--- src/rtl/dcnt_timer_if.sv ---
// Command/status bundle for the loadable down-counting timer.
interface dcnt_timer_if #(parameter int unsigned N = 8);
    logic         en;
    logic         load;
    logic [N-1:0] din;
    logic         start;
    logic         stop;
    logic         mode;
    logic         ack;
    logic [N-1:0] q;
    logic         busy;
    logic         tc;
    logic         irq;
    logic         ovf;

    modport master (
        output en, load, din, start, stop, mode, ack,
        input  q, busy, tc, irq, ovf
    );

    modport slave (
        input  en, load, din, start, stop, mode, ack,
        output q, busy, tc, irq, ovf
    );
endinterface

--- src/rtl/dcnt_timer.sv ---
// Loadable down-counting timer with one-shot/periodic modes, pause/resume,
// a one-cycle expiry pulse and a sticky irq/ack/ovf handshake.
module dcnt_timer #(
    parameter int unsigned N = 8
) (
    input  logic           clk,
    input  logic           rst,
    dcnt_timer_if.slave    bus
);
    typedef enum logic [1:0] {S_IDLE, S_RUN, S_HOLD} state_e;

    localparam logic [N-1:0] ZERO = N'(0);
    localparam logic [N-1:0] ONE  = N'(1);

    state_e       state_q, state_d;
    logic [N-1:0] q_q, q_d;
    logic [N-1:0] rl_q, rl_d;
    logic         busy_q, busy_d;
    logic         tc_q, tc_d;
    logic         irq_q, irq_d;
    logic         ovf_q, ovf_d;

    // State register; reset is synchronous and active-low.
    always_ff @(posedge clk) begin
        if (!rst) begin
            state_q <= S_IDLE;
            q_q     <= ZERO;
            rl_q    <= ZERO;
            busy_q  <= 1'b0;
            tc_q    <= 1'b0;
            irq_q   <= 1'b0;
            ovf_q   <= 1'b0;
        end else begin
            state_q <= state_d;
            q_q     <= q_d;
            rl_q    <= rl_d;
            busy_q  <= busy_d;
            tc_q    <= tc_d;
            irq_q   <= irq_d;
            ovf_q   <= ovf_d;
        end
    end

    // Command decode: load > stop > start > count.
    always_comb begin
        state_d = state_q;
        q_d     = q_q;
        rl_d    = rl_q;
        tc_d    = 1'b0;
        ovf_d   = ovf_q;
        irq_d   = bus.ack ? 1'b0 : irq_q;

        if (bus.load) begin
            rl_d  = bus.din;
            q_d   = bus.din;
            ovf_d = 1'b0;
            if (bus.din == ZERO) begin
                state_d = S_IDLE;
            end
        end else if (bus.stop) begin
            if (state_q == S_RUN) begin
                state_d = S_HOLD;
            end
        end else if (bus.start && state_q != S_RUN) begin
            if (state_q == S_HOLD || q_q != ZERO) begin
                state_d = S_RUN;
            end else if (rl_q != ZERO) begin
                q_d     = rl_q;
                state_d = S_RUN;
            end
        end else if (state_q == S_RUN && bus.en && q_q != ZERO) begin
            if (q_q == ONE) begin
                // Expiry: a concurrent ack keeps irq set and does not flag ovf.
                tc_d  = 1'b1;
                irq_d = 1'b1;
                if (irq_q && !bus.ack) begin
                    ovf_d = 1'b1;
                end
                if (bus.mode) begin
                    q_d = rl_q;
                end else begin
                    q_d     = ZERO;
                    state_d = S_IDLE;
                end
            end else begin
                q_d = q_q - ONE;
            end
        end

        busy_d = (state_d == S_RUN);
    end

    assign bus.q    = q_q;
    assign bus.busy = busy_q;
    assign bus.tc   = tc_q;
    assign bus.irq  = irq_q;
    assign bus.ovf  = ovf_q;
endmodule

--- src/flat_wrapper.sv ---
// flat-port wrapper written by rule: the top's interface ports become plain ports
module dcnt_timer_flat 
#(
    parameter int unsigned N = 8
)
  (clk, rst, bus_en, bus_load, bus_din, bus_start, bus_stop, bus_mode, bus_ack, bus_q, bus_busy, bus_tc, bus_irq, bus_ovf);
  dcnt_timer_if #(.N(N)) bus_i ();
  input  logic clk;
  input  logic rst;
  input wire logic [$bits(bus_i.en)-1:0] bus_en;
  input wire logic [$bits(bus_i.load)-1:0] bus_load;
  input wire logic [$bits(bus_i.din)-1:0] bus_din;
  input wire logic [$bits(bus_i.start)-1:0] bus_start;
  input wire logic [$bits(bus_i.stop)-1:0] bus_stop;
  input wire logic [$bits(bus_i.mode)-1:0] bus_mode;
  input wire logic [$bits(bus_i.ack)-1:0] bus_ack;
  output wire logic [$bits(bus_i.q)-1:0] bus_q;
  output wire logic [$bits(bus_i.busy)-1:0] bus_busy;
  output wire logic [$bits(bus_i.tc)-1:0] bus_tc;
  output wire logic [$bits(bus_i.irq)-1:0] bus_irq;
  output wire logic [$bits(bus_i.ovf)-1:0] bus_ovf;
  assign bus_i.en = bus_en;
  assign bus_i.load = bus_load;
  assign bus_i.din = bus_din;
  assign bus_i.start = bus_start;
  assign bus_i.stop = bus_stop;
  assign bus_i.mode = bus_mode;
  assign bus_i.ack = bus_ack;
  assign bus_q = bus_i.q;
  assign bus_busy = bus_i.busy;
  assign bus_tc = bus_i.tc;
  assign bus_irq = bus_i.irq;
  assign bus_ovf = bus_i.ovf;
  dcnt_timer #(.N(N)) u_core (.clk(clk), .rst(rst), .bus(bus_i));
endmodule
--- config.mk ---
export PLATFORM = sky130hd
export DESIGN_NAME = dcnt_timer_flat
export DESIGN_NICKNAME = d
export VERILOG_FILES = /design/src/rtl/dcnt_timer_if.sv /design/src/rtl/dcnt_timer.sv /design/src/flat_wrapper.sv
export SDC_FILE = /design/constraint.sdc
export NUM_CORES = 1
export LEC_CHECK = 0
export CAP_MARGIN = 10
export CORE_MARGIN = 2
export CORE_UTILIZATION = 54
export CTS_CLUSTER_SIZE = 40
export DETAILED_ROUTE_END_ITERATION = 10
export PLACE_DENSITY = 0.83
export SLEW_MARGIN = 0
export SYNTH_ARGS = -nofsm -noshare
export SYNTH_HDL_FRONTEND = slang
export SYNTH_SLANG_ARGS = --single-unit
--- constraint.sdc ---
create_clock -name clk -period 3.92 [get_ports clk]
set_input_delay 0.588 -clock clk [delete_from_list [all_inputs] [get_ports clk]]
set_output_delay 0.588 -clock clk [all_outputs]
set_load 0.01 [all_outputs]
; ---- Word level (Yosys, flattened, before mapping)
; Cells that the tools add are included.
[totals]
register_bits = 22
latchBits = 0
ram_bits = 0
rom_bits = 0
input_bits = 16
output_inout_bits = 12
word_cells = 59
mem_count = 0
[op_classes]
add_sub_neg = 1
mul = 0
div = 0
magnitude_cmp = 0
n_eq_ne = 8
n_shift = 0
mux = 25
bitwise = 4
reduce_logical = 14
[op_table]
columns = operator, n
row1 = $mux W8, 8
row2 = $mux W2, 10
row3 = $reduce_bool A8 Y1, 2
row4 = $eq A8 B1 Y1 const B, 1
row5 = $logic_not A8 Y1, 1
row6 = $sub A8 B1 Y8 const B, 1
row7 = $mux W1, 7
row8 = $ne A3 B3 Y1 const B, 2
row9 = $reduce_and A5 Y1, 1
row10 = $reduce_or A5 Y1, 1
row11 = $eq A2 B1 Y1 const B, 2
row12 = $logic_and A1 B1 Y1, 4
row13 = $not A1 Y1, 4
row14 = $reduce_and A4 Y1, 1
row15 = $reduce_bool A3 Y1, 1
row16 = $eq A2 B2 Y1 const B, 1
row17 = $ne A2 B1 Y1 const B, 1
row18 = $ne A2 B2 Y1 const B, 1
row19 = $reduce_or A2 Y1, 1
row20 = $logic_not A1 Y1, 1
row21 = $logic_or A1 B1 Y1, 1

; ---- Longest topological paths before layout
; Gate-level depths: netlist (run 1).
[logic_depth]
depth_word = 8
ltp_mapped = 7
ltp_nobuf = 7

; ---- Worst setup path after synthesis (run 1)
; Ideal clock, no wire load.
[synth_timing]
path_type = reg-to-reg
from = register u_core.q_q[0] (netlist: u_core.bus.q[0])
to = register u_core.q_q[7] (netlist: u_core.bus.q[7])
setup_ps = 117
arrival_ps = 1856
required_time_ps = 3803
slack_ps = 1946
path_stages_with_launch = 8
n_path_buf = 0
cell_sequence = dfxtp_1 > inv_1 > ha_1 > and2b_1 > a31oi_1 > a21oi_2 > o31a_1 > a32o_1
[synth_between]
elab_chain_cells = 6
elab_cells_between_ends = 13
[synth_lines]
columns = item, line_no
row1 = from (decl), dcnt_timer.sv:16  ; logic [N-1:0] q_q, q_d;
row2 = from (signal assigned), dcnt_timer.sv:35  ; q_q <= q_d;
row3 = $sub A8 B1 Y8 or $eq A8 B1 Y1 (tied branches), "dcnt_timer.sv:86, dcnt_timer.sv:72"
row4 = $mux W8, dcnt_timer.sv:72  ; if (q_q == ONE) begin
row5 = $mux W8, dcnt_timer.sv:71  ; end else if (state_q == S_RUN && bus.en && q_q != ZERO) begin
row6 = $mux W8, dcnt_timer.sv:64  ; end else if (bus.start && state_q != S_RUN) begin
row7 = $mux W8, dcnt_timer.sv:60  ; end else if (bus.stop) begin
row8 = $mux W8, dcnt_timer.sv:53  ; if (bus.load) begin
; Several ways; a longest one is shown, not always the timed one. The select of a mux whose other input is x is not followed.
; A chain may end at the register's enable or synchronous reset.

; ---- Worst setup path in the final report (run 1)
[layout_timing]
from = register u_core.q_q[2] (netlist: u_core.bus.q[2])
to = register u_core.q_q[0] (netlist: u_core.bus.q[0])
[layout_between]
elab_chain_cells = 6
elab_cells_between_ends = 12
[layout_lines]
columns = item, line_no
row1 = $eq A8 B1 Y1, dcnt_timer.sv:72
row2 = $mux W8, dcnt_timer.sv:72
row3 = $mux W8, dcnt_timer.sv:71
row4 = $mux W8, dcnt_timer.sv:64
row5 = $mux W8, dcnt_timer.sv:60
row6 = $mux W8, dcnt_timer.sv:53
; Several ways; a longest one is shown, not always the timed one. The select of a mux whose other input is x is not followed.

==> results.md, run 1 <==
| Group | Quantity | Value |
| --- | --- | --- |
| status | Run status | complete, no violations |
| sta | Total Negative Setup Slacks | 0 ns |
| floorplanning | Die X-Extent | 54.4 µm |
| grt | Antenna violations before repair | 0 |
| route | Metal3 WL | 235 µm |
| clock network | Clock root cell | sky130_fd_sc_hd__clkbuf_4 |
| clock network | Clock sink count | 22 |
| power and ir drop | Power share of the sequential group | 46.0% |
| clock network | Buffers inserted by post-CTS timing repair | 0 |
| sta | Achievable Freq | 426 MHz |
| grt | Largest net degree at the start of global routing | 17 |
| sta | Transition time at the pin with the least slew margin | 0.815 ns |
| synthesis | Number of register bits inferred by synthesis | 22 |
| route | Total via count in the routed design | 1359 |
| synthesis | Share of synthesized flip-flops with an asynchronous set or reset | 0% |
| route | Iteration-0 DRC Markers | 47 |
| power and ir drop | Portion of total power attributed to the clock network | 24.0% |
| route | Uppermost layer routed | met4 |
| final layout | Layout overhead on the synthesized area | 23.5% |
| final layout | Number of antenna repair diodes | 0 |
| route | Met2 Wirelength | 1750 µm |
| power and ir drop | Int Pwr | 0.000369 W |
| sta | Setup repair after global routing missed its margin | false |
| route | Remaining design rule violation count | 0 |
| floorplanning | Initial core utilization | 56.4% |
| sta | Clock period minus final worst setup slack | 2.35 ns |
| clock network | Number of hold-repair buffers added at the cts stage | 0 |
| clock network | Total number of H-tree levels | 1 |
| route | Met1 wire length | 1630 µm |
| synthesis | Area fraction of the dominant cell type after synthesis | 32.1% |
| synthesis | Synthesized instance count | 154 |
| power and ir drop | Switching power share of the total | 33.1% |
| sta | Slew margin rel. | 45.3% |
| synthesis | Post-Synthesis Mean Instance Area | 8.90 µm² |
| place | GPL Wtd Cong | 0.912 |
| floorplanning | Boundary Pins | 28 |
| clock network | Total clock buffers created by CTS | 3 |
| route | Remaining number of nets flagged by the antenna check after routing | 0 |
| floorplanning | Area of the die | 2960 µm² |
| sta | Final slew viol count | 0 |
| sta | Period utilization | 59.9% |
| sta | Final Hold Viols | 0 |
| critical path | Crit path DAT | 2.59 ns |
| synthesis | EDFF count, synth | 0 |
| sta | Setup violation total in the final timing report | 0 |
| route | Average wire per cell in the routed design | 17.9 µm |
| power and ir drop | Part of the total power dissipated in combinational logic | 30.0% |
| clock network | Clk_lat worst skew | 0.33 ns |
| clock network | Clock slew seen by the registers of the worst setup and hold paths | 0.13 ns |
| floorplanning | Die boundary height | 54.4 µm |
| place | Placed wire-length estimate | 2810 µm |
| sta | Clock tree skew after final layout | 0.00509 ns |
| job | Maximum Capacitance Violations | 0 |
| final layout | Layout cells sized above 1 | 11.7% |
| power and ir drop | PD cells | 326 nW/µm² |
| power and ir drop | Peak VDD IR | 0.000306 V |
| grt | Number of global-route vias before repair | 1270 |
| route | Detailed Route WL | 3740 µm |
| critical path | Class of the most critical setup path | flip-flop to flip-flop |
| critical path | CP required | 4.16 ns |
| floorplanning | Core ar. | 2430 µm² |
| floorplanning | Standard-cell row count | 18 |
| clock network | Post-cts gate resize count | 0 |
| clock network | Max clock buf depth | 2 |
| route | Number of detailed-routing iterations run before antenna repair | 4 |
| final layout | Final-layout fill cell count | 198 |
| critical path | Nature of the critical path endpoint | flip-flop |
| grt | Total congestion overflow | 0 |
| synthesis | Yosys warnings | 0 |
| grt | Wire length of the first global-routing pass | 5980 µm |
| sta | Hold WS | 0.502 ns |
| power and ir drop | Leakage power summed over all cells | 0.612 nW |
| critical path | Category of the worst setup path launch point | flip-flop |
| synthesis | Sequential-to-total area share from yosys stat | 32.1% |
| power and ir drop | Power consumption | 0.000552 W |
| synthesis | Number of different library cells in the post-synthesis netlist | 53 |
| synthesis | Most used DFF post-synth | sky130_fd_sc_hd__dfxtp_1 |
| synthesis | Number of nets produced by synthesis | 173 |
| hold path | Kind of path behind the tightest hold check | flip-flop to flip-flop |
| place | Buffers added on ports | 27 |
| route | Post-DR vias/cell | 6.50 |
| power and ir drop | Net switching power figure | 0.000183 W |
| clock network | CTS tree | built |
| synthesis | Post-synth top area cell | sky130_fd_sc_hd__dfxtp_1 |
| synthesis | Mapped cell area | 1370 µm² |
| synthesis | Main area contributors after synthesis | sky130_fd_sc_hd__dfxtp_1, sky130_fd_sc_hd__mux2i_1, sky130_fd_sc_hd__nor2_1 |
| final layout | Nets | 199 |
| critical path | Largest fanout on the critical path | 12 |
| grt | Aggregate global-route resource usage | 28.3% |
==> path summary, 6_finish.rpt <==
kind	cells past startpoint	from	endpoint	slack, ns
hold / removal	1	u_core.bus.ovf	u_core.bus.ovf	0.50
hold reg to reg	1	u_core.bus.ovf	u_core.bus.ovf	0.50
setup reg to reg	5	u_core.bus.q[2]	u_core.bus.q[0]	1.57
setup / recovery	5	u_core.bus.q[2]	u_core.bus.q[0]	1.57
==> power by group through the flow <==
stage | clock network (W) | registers [W] | logic [W]
2_1_floorplan | 0 | 0.000257 | 0.000104
3_3_place_gp | 0 | 0.000257 | 0.000161
5_1_grt | 0.000140 | 0.000256 | 0.000180
4_1_cts | 0.000137 | 0.000254 | 0.000163
3_5_place_dp | 0 | 0.000259 | 0.000162
6_report | 0.000133 | 0.000254 | 0.000165
==> stage by stage <==
stage	instances	util, %	area (µm²)	worst slack (ns)
6_report	209	69.7	1690	1.57
2_1_floorplan	154	-	1370	1.95
5_1_grt	209	69.7	1690	1.38
3_3_place_gp	205	68.2	1660	1.41
4_1_cts	209	69.7	1690	1.59
3_5_place_dp	205	68.2	1660	1.34
==> cell usage in the layout (no fill, tap or decap), types with 2 or more instances in the layout <==
master / n
sky130_fd_sc_hd__clkdlybuf4s50_1: 27
sky130_fd_sc_hd__dfxtp_1: 22
sky130_fd_sc_hd__nor2_1: 18
sky130_fd_sc_hd__nand2_1: 10
sky130_fd_sc_hd__a21oi_1: 9
sky130_fd_sc_hd__inv_1: 7
sky130_fd_sc_hd__mux2i_1: 7
sky130_fd_sc_hd__a32oi_1: 6
sky130_fd_sc_hd__nor2b_1: 3
sky130_fd_sc_hd__nand2b_1: 3
sky130_fd_sc_hd__a31oi_1: 3
sky130_fd_sc_hd__nand3_1: 3
sky130_fd_sc_hd__ha_1: 3
sky130_fd_sc_hd__clkbuf_4: 3
sky130_fd_sc_hd__inv_2: 2
sky130_fd_sc_hd__a31o_1: 2
sky130_fd_sc_hd__nor4_1: 2
sky130_fd_sc_hd__nor4_2: 2
sky130_fd_sc_hd__nor3_1: 2
sky130_fd_sc_hd__o21ai_1: 2
sky130_fd_sc_hd__a32o_2: 2
sky130_fd_sc_hd__a221oi_2: 2
sky130_fd_sc_hd__a22oi_1: 2
sky130_fd_sc_hd__a221oi_1: 2
sky130_fd_sc_hd__o32ai_1: 2
sky130_fd_sc_hd__o31a_1: 2
sky130_fd_sc_hd__a32o_1: 2
sky130_fd_sc_hd__o31ai_1: 2
==> final cells by class <==
type,count,area (µm²),share of cell area (%)
Multi-Input combinational cell,116,868,51.3
Sequential cell,22,440,26.0
Timing Repair Buffer,28,278,16.4
Tap cell,30,37.5,2.22
Clock buffer,4,36.3,2.14
Inverter,9,33.8,1.99
==> cell families (layout without fill, tap and decap cells) <==
kind of cell | count (synthesis) | in the layout | synth area share [%]
AOI/OAI and AO/OA | 49 | 49 | 30.7
xor gates and xnor gates | 2 | 2 | 1.28
adders and majority gates | 3 | 3 | 2.74
buffers and inverters | 16 | 41 | 4.56
DFF | 22 | 22 | 32.1
muxes | 8 | 8 | 5.93
and+or+nand+nor | 54 | 54 | 22.7
==> layer usage <==
layer	vias to the layer above	GRT usage [%]
li1	639	-
met1	645	36.5
met2	63	45.8
met3	12	3.55
met4	0	14.6
met5	-	0
==> flip-flops by register name, summed over array words and instances, names as in the netlist <==
signal / count
u_core.bus.irq: 1
u_core.bus.q: 8
u_core.bus.ovf: 1
u_core.rl_q: 8
u_core.bus.tc: 1
u_core.bus.busy: 1
u_core.state_q: 2
==> worst max-delay path: stages (launching register included) <==
cell	delay [ns]
sky130_fd_sc_hd__dfxtp_1	0.40
sky130_fd_sc_hd__nor3_2	0.71
sky130_fd_sc_hd__a31oi_1	0.32
sky130_fd_sc_hd__a211oi_4	0.49
sky130_fd_sc_hd__a221oi_2	0.07
sky130_fd_sc_hd__a221oi_1	0.27
==> cell usage after synthesis, types with 3 or more instances <==
library cell,number
sky130_fd_sc_hd__a21oi_1,9
sky130_fd_sc_hd__a31oi_1,3
sky130_fd_sc_hd__a32oi_1,6
sky130_fd_sc_hd__clkbuf_1,5
sky130_fd_sc_hd__dfxtp_1,22
sky130_fd_sc_hd__ha_1,3
sky130_fd_sc_hd__inv_1,7
sky130_fd_sc_hd__mux2i_1,7
sky130_fd_sc_hd__nand2_1,10
sky130_fd_sc_hd__nand2b_1,3
sky130_fd_sc_hd__nand3_1,3
sky130_fd_sc_hd__nor2_1,18
sky130_fd_sc_hd__nor2b_1,3
(Power assumes the default switching activity.)
==> run 2, diff against run 1 <==
Settings changed: CORE_UTILIZATION 54 to 46, PLACE_DENSITY 0.83 to 0.76.
Clock period 3.92 ns to 2 ns, I/O delays scaled along.
==> run 2 against run 1 <==
  * Utilization decreased by 1.8 points
  * Critical path type unchanged
  * Sequential power rose by 94%
  * Register-to-register slack worse by 1.5 ns
  * The flow now finishes with violations (design-rule violations)
  * Sequential share of layout area down 2.6 points
  * Count of clock-buffer cells in the layout unchanged
  * Global-route usage down 1.2 points
  * Critical endpoint is now u_core.bus.ovf
  * Critical path depth up 2
  * Clock skew shrank 0.0026 ns
==> results.md, run 2 (synthesis gave the netlist of run 1 again) <==
| Group | Quantity | Value | vs previous |
| --- | --- | --- | --- |
| status | Run status | complete, but fails checks | was complete, no violations |
| status | Violated checks | design-rule violations |  |
| route | Detailed Route WL | 4220 µm | was 3740 µm |
| power and ir drop | PD cells | 604 nW/µm² | was 326 nW/µm² |
| power and ir drop | Leakage power summed over all cells | 0.744 nW | was 0.612 nW |
| sta | Clock tree skew after final layout | 0.00249 ns | was 0.00509 ns |
| route | Iteration-0 DRC Markers | 83 | was 47 |
| final layout | Utilization after layout | 67.8% | was 69.7% |
| critical path | Nature of the critical path endpoint | flip-flop | unchanged |
| floorplanning | Core ar. | 2810 µm² | was 2430 µm² |
| sta | Period utilization | 95.0% | was 59.9% |
| clock network | Clock root cell | sky130_fd_sc_hd__clkbuf_4 | unchanged |
| sta | Slew margin rel. | 71.2% | was 45.3% |
| place | GPL Wtd Cong | 1.01 | was 0.912 |
| place | Placed wire-length estimate | 3310 µm | was 2810 µm |
| critical path | Largest fanout on the critical path | 4 | was 12 |
| route | Post-DR vias/cell | 6.33 | was 6.50 |
| grt | Antenna violations before repair | 0 | unchanged |
| place | Post-Place Cell Area | 1840 µm² | was 1660 µm² |
| floorplanning | Die X-Extent | 58.6 µm | was 54.4 µm |
| sta | Clock period minus final worst setup slack | 1.90 ns | was 2.35 ns |
| sta | Final slew viol count | 0 | unchanged |
| route | Number of detailed-routing iterations run before antenna repair | 9 | was 4 |
| sta | Setup repair after global routing missed its margin | true | was false |
| sta | Final Hold Viols | 0 | unchanged |
| clock network | CTS tree | built | unchanged |
| final layout | Most used cells in the layout excluding fill and tap cells | sky130_fd_sc_hd__buf_4, sky130_fd_sc_hd__clkdlybuf4s50_1, sky130_fd_sc_hd__dfxtp_1 | was sky130_fd_sc_hd__clkdlybuf4s50_1, sky130_fd_sc_hd__dfxtp_1, sky130_fd_sc_hd__nor2_1 |
| final layout | Leading cell type in the layout, fill and taps excluded | sky130_fd_sc_hd__buf_4 | was sky130_fd_sc_hd__clkdlybuf4s50_1 |
| sta | Hold WS | 0.496 ns | was 0.502 ns |
| critical path | Crit path DAT | 2.18 ns | was 2.59 ns |
| critical path | Class of the most critical setup path | flip-flop to flip-flop | unchanged |
| route | Total via count in the routed design | 1501 | was 1359 |
| sta | Achievable Freq | 527 MHz | was 426 MHz |
| route | Average wire per cell in the routed design | 17.8 µm | was 17.9 µm |
| final layout | Finished layout cell area | 1900 µm² | was 1690 µm² |
| grt | Aggregate global-route resource usage | 27.0% | was 28.3% |
| floorplanning | Boundary Pins | 28 | unchanged |
| sta | Total Negative Setup Slacks | 0 ns | unchanged |
| final layout | Layout cells sized above 1 | 24.8% | was 11.7% |
| final layout | Layout overhead on the synthesized area | 38.8% | was 23.5% |
| sta | Least setup slack across all paths after layout | 0.101 ns | was 1.57 ns |
| clock network | Clk_lat worst skew | 0.33 ns | about the same |
| route | Remaining design rule violation count | 2 | was 0 |
| critical path | Category of the worst setup path launch point | flip-flop | unchanged |
| place | Worst slack after detailed placement | -0.130 ns | was 1.34 ns |
| grt | Largest net degree at the start of global routing | 14 | was 17 |
| clock network | Max clock buf depth | 2 | unchanged |
| floorplanning | Die boundary height | 58.6 µm | was 54.4 µm |
| grt | Number of global-route vias before repair | 1461 | was 1270 |
| grt | Wire length of the first global-routing pass | 6980 µm | was 5980 µm |
| floorplanning | Initial core utilization | 48.9% | was 56.4% |
| clock network | Total clock buffers created by CTS | 3 | unchanged |
| floorplanning | Standard-cell row count | 19 | was 18 |
| power and ir drop | Peak VDD IR | 0.000331 V | was 0.000306 V |
| clock network | Clock slew seen by the registers of the worst setup and hold paths | 0.13 ns | about the same |
| floorplanning | Area of the die | 3430 µm² | was 2960 µm² |
| sta | Setup violation total in the final timing report | 0 | unchanged |
| final layout | Nets | 226 | was 199 |
| job | Maximum Capacitance Violations | 0 | unchanged |
| critical path | CP required | 2.28 ns | was 4.16 ns |
| place | Buffers added on ports | 27 | unchanged |
| clock network | Number of hold-repair buffers added at the cts stage | 0 | unchanged |
| hold path | Kind of path behind the tightest hold check | flip-flop to flip-flop | unchanged |
| clock network | Total number of H-tree levels | 1 | unchanged |
| route | Remaining number of nets flagged by the antenna check after routing | 0 | unchanged |
| final layout | Final-layout fill cell count | 231 | was 198 |
| grt | Total congestion overflow | 0 | unchanged |
| final layout | Number of antenna repair diodes | 0 | unchanged |
| clock network | Clock sink count | 22 | unchanged |
| sta | Transition time at the pin with the least slew margin | 0.432 ns | was 0.815 ns |
run 2: per-layer routing:
metal / vias to the layer above / global-route usage, % / routed length [µm]
met4: 0 / 16.9 / 159
met5: - / 0 / 0
met3: 20 / 5.05 / 382
met2: 94 / 41.3 / 1890
li1: 695 / - / -
met1: 692 / 35.2 / 1780
run 2: stage by stage:
step / std cells / total power [W]
floorplan: 154 / 0.000708
global placement: 230 / 0.000871
detailed placement: 230 / 0.000878
CTS: 234 / 0.00114
global route: 237 / 0.00120
finish: 237 / 0.00115
run 2: timing repair:
item / in CTS / in global routing
setup endpoints to repair: 0 / 9
buffers inserted: 0 / 3
gates resized for setup: 0 / 4
run 2: final cells by class:
cell class                      instances  area [µm²]  area share, %
Timing Repair Buffer                   55         480           25.2
Clock buffer                            4        36.3           1.91
Inverter                                9        33.8           1.78
Sequential cell                        22         445           23.4
Tap cell                               31        38.8           2.04
Multi-Input combinational cell        116         868           45.6
run 2: power breakdown:
| group | total [W] | switching (W) | leakage, nW | internal (W) |
|---|---|---|---|---|
| clock network | 0.000266 | 0.000154 | 0.0210 | 0.000112 |
| registers | 0.000493 | 0.0000291 | 0.182 | 0.000464 |
| logic | 0.000390 | 0.000195 | 0.542 | 0.000194 |
run 2: critical path, stage by stage (launching register included):
cell and delay, ns:
sky130_fd_sc_hd__dfxtp_2 0.35, sky130_fd_sc_hd__inv_2 0.07, sky130_fd_sc_hd__ha_1 0.17, sky130_fd_sc_hd__nor4b_4 0.34, sky130_fd_sc_hd__nand2_2 0.13, sky130_fd_sc_hd__or4_4 0.54
sky130_fd_sc_hd__inv_2 0.08, sky130_fd_sc_hd__a32o_2 0.16
run 2: final timing paths:
check,end,slack [ns],cells past startpoint,from
worst max register to register,u_core.bus.ovf,0.10,7,u_core.bus.q[1]
worst min register to register,u_core.bus.ovf,0.50,1,u_core.bus.ovf
worst min-delay path,u_core.bus.ovf,0.50,1,u_core.bus.ovf
worst max-delay path,u_core.bus.ovf,0.10,7,u_core.bus.q[1]
==> run 3, diff against run 2 <==
Settings changed: HOLD_SLACK_MARGIN set to 0.08.
==> results of run 3 <==
No change in the layout: final DEF, timing and power equal those of run 2.
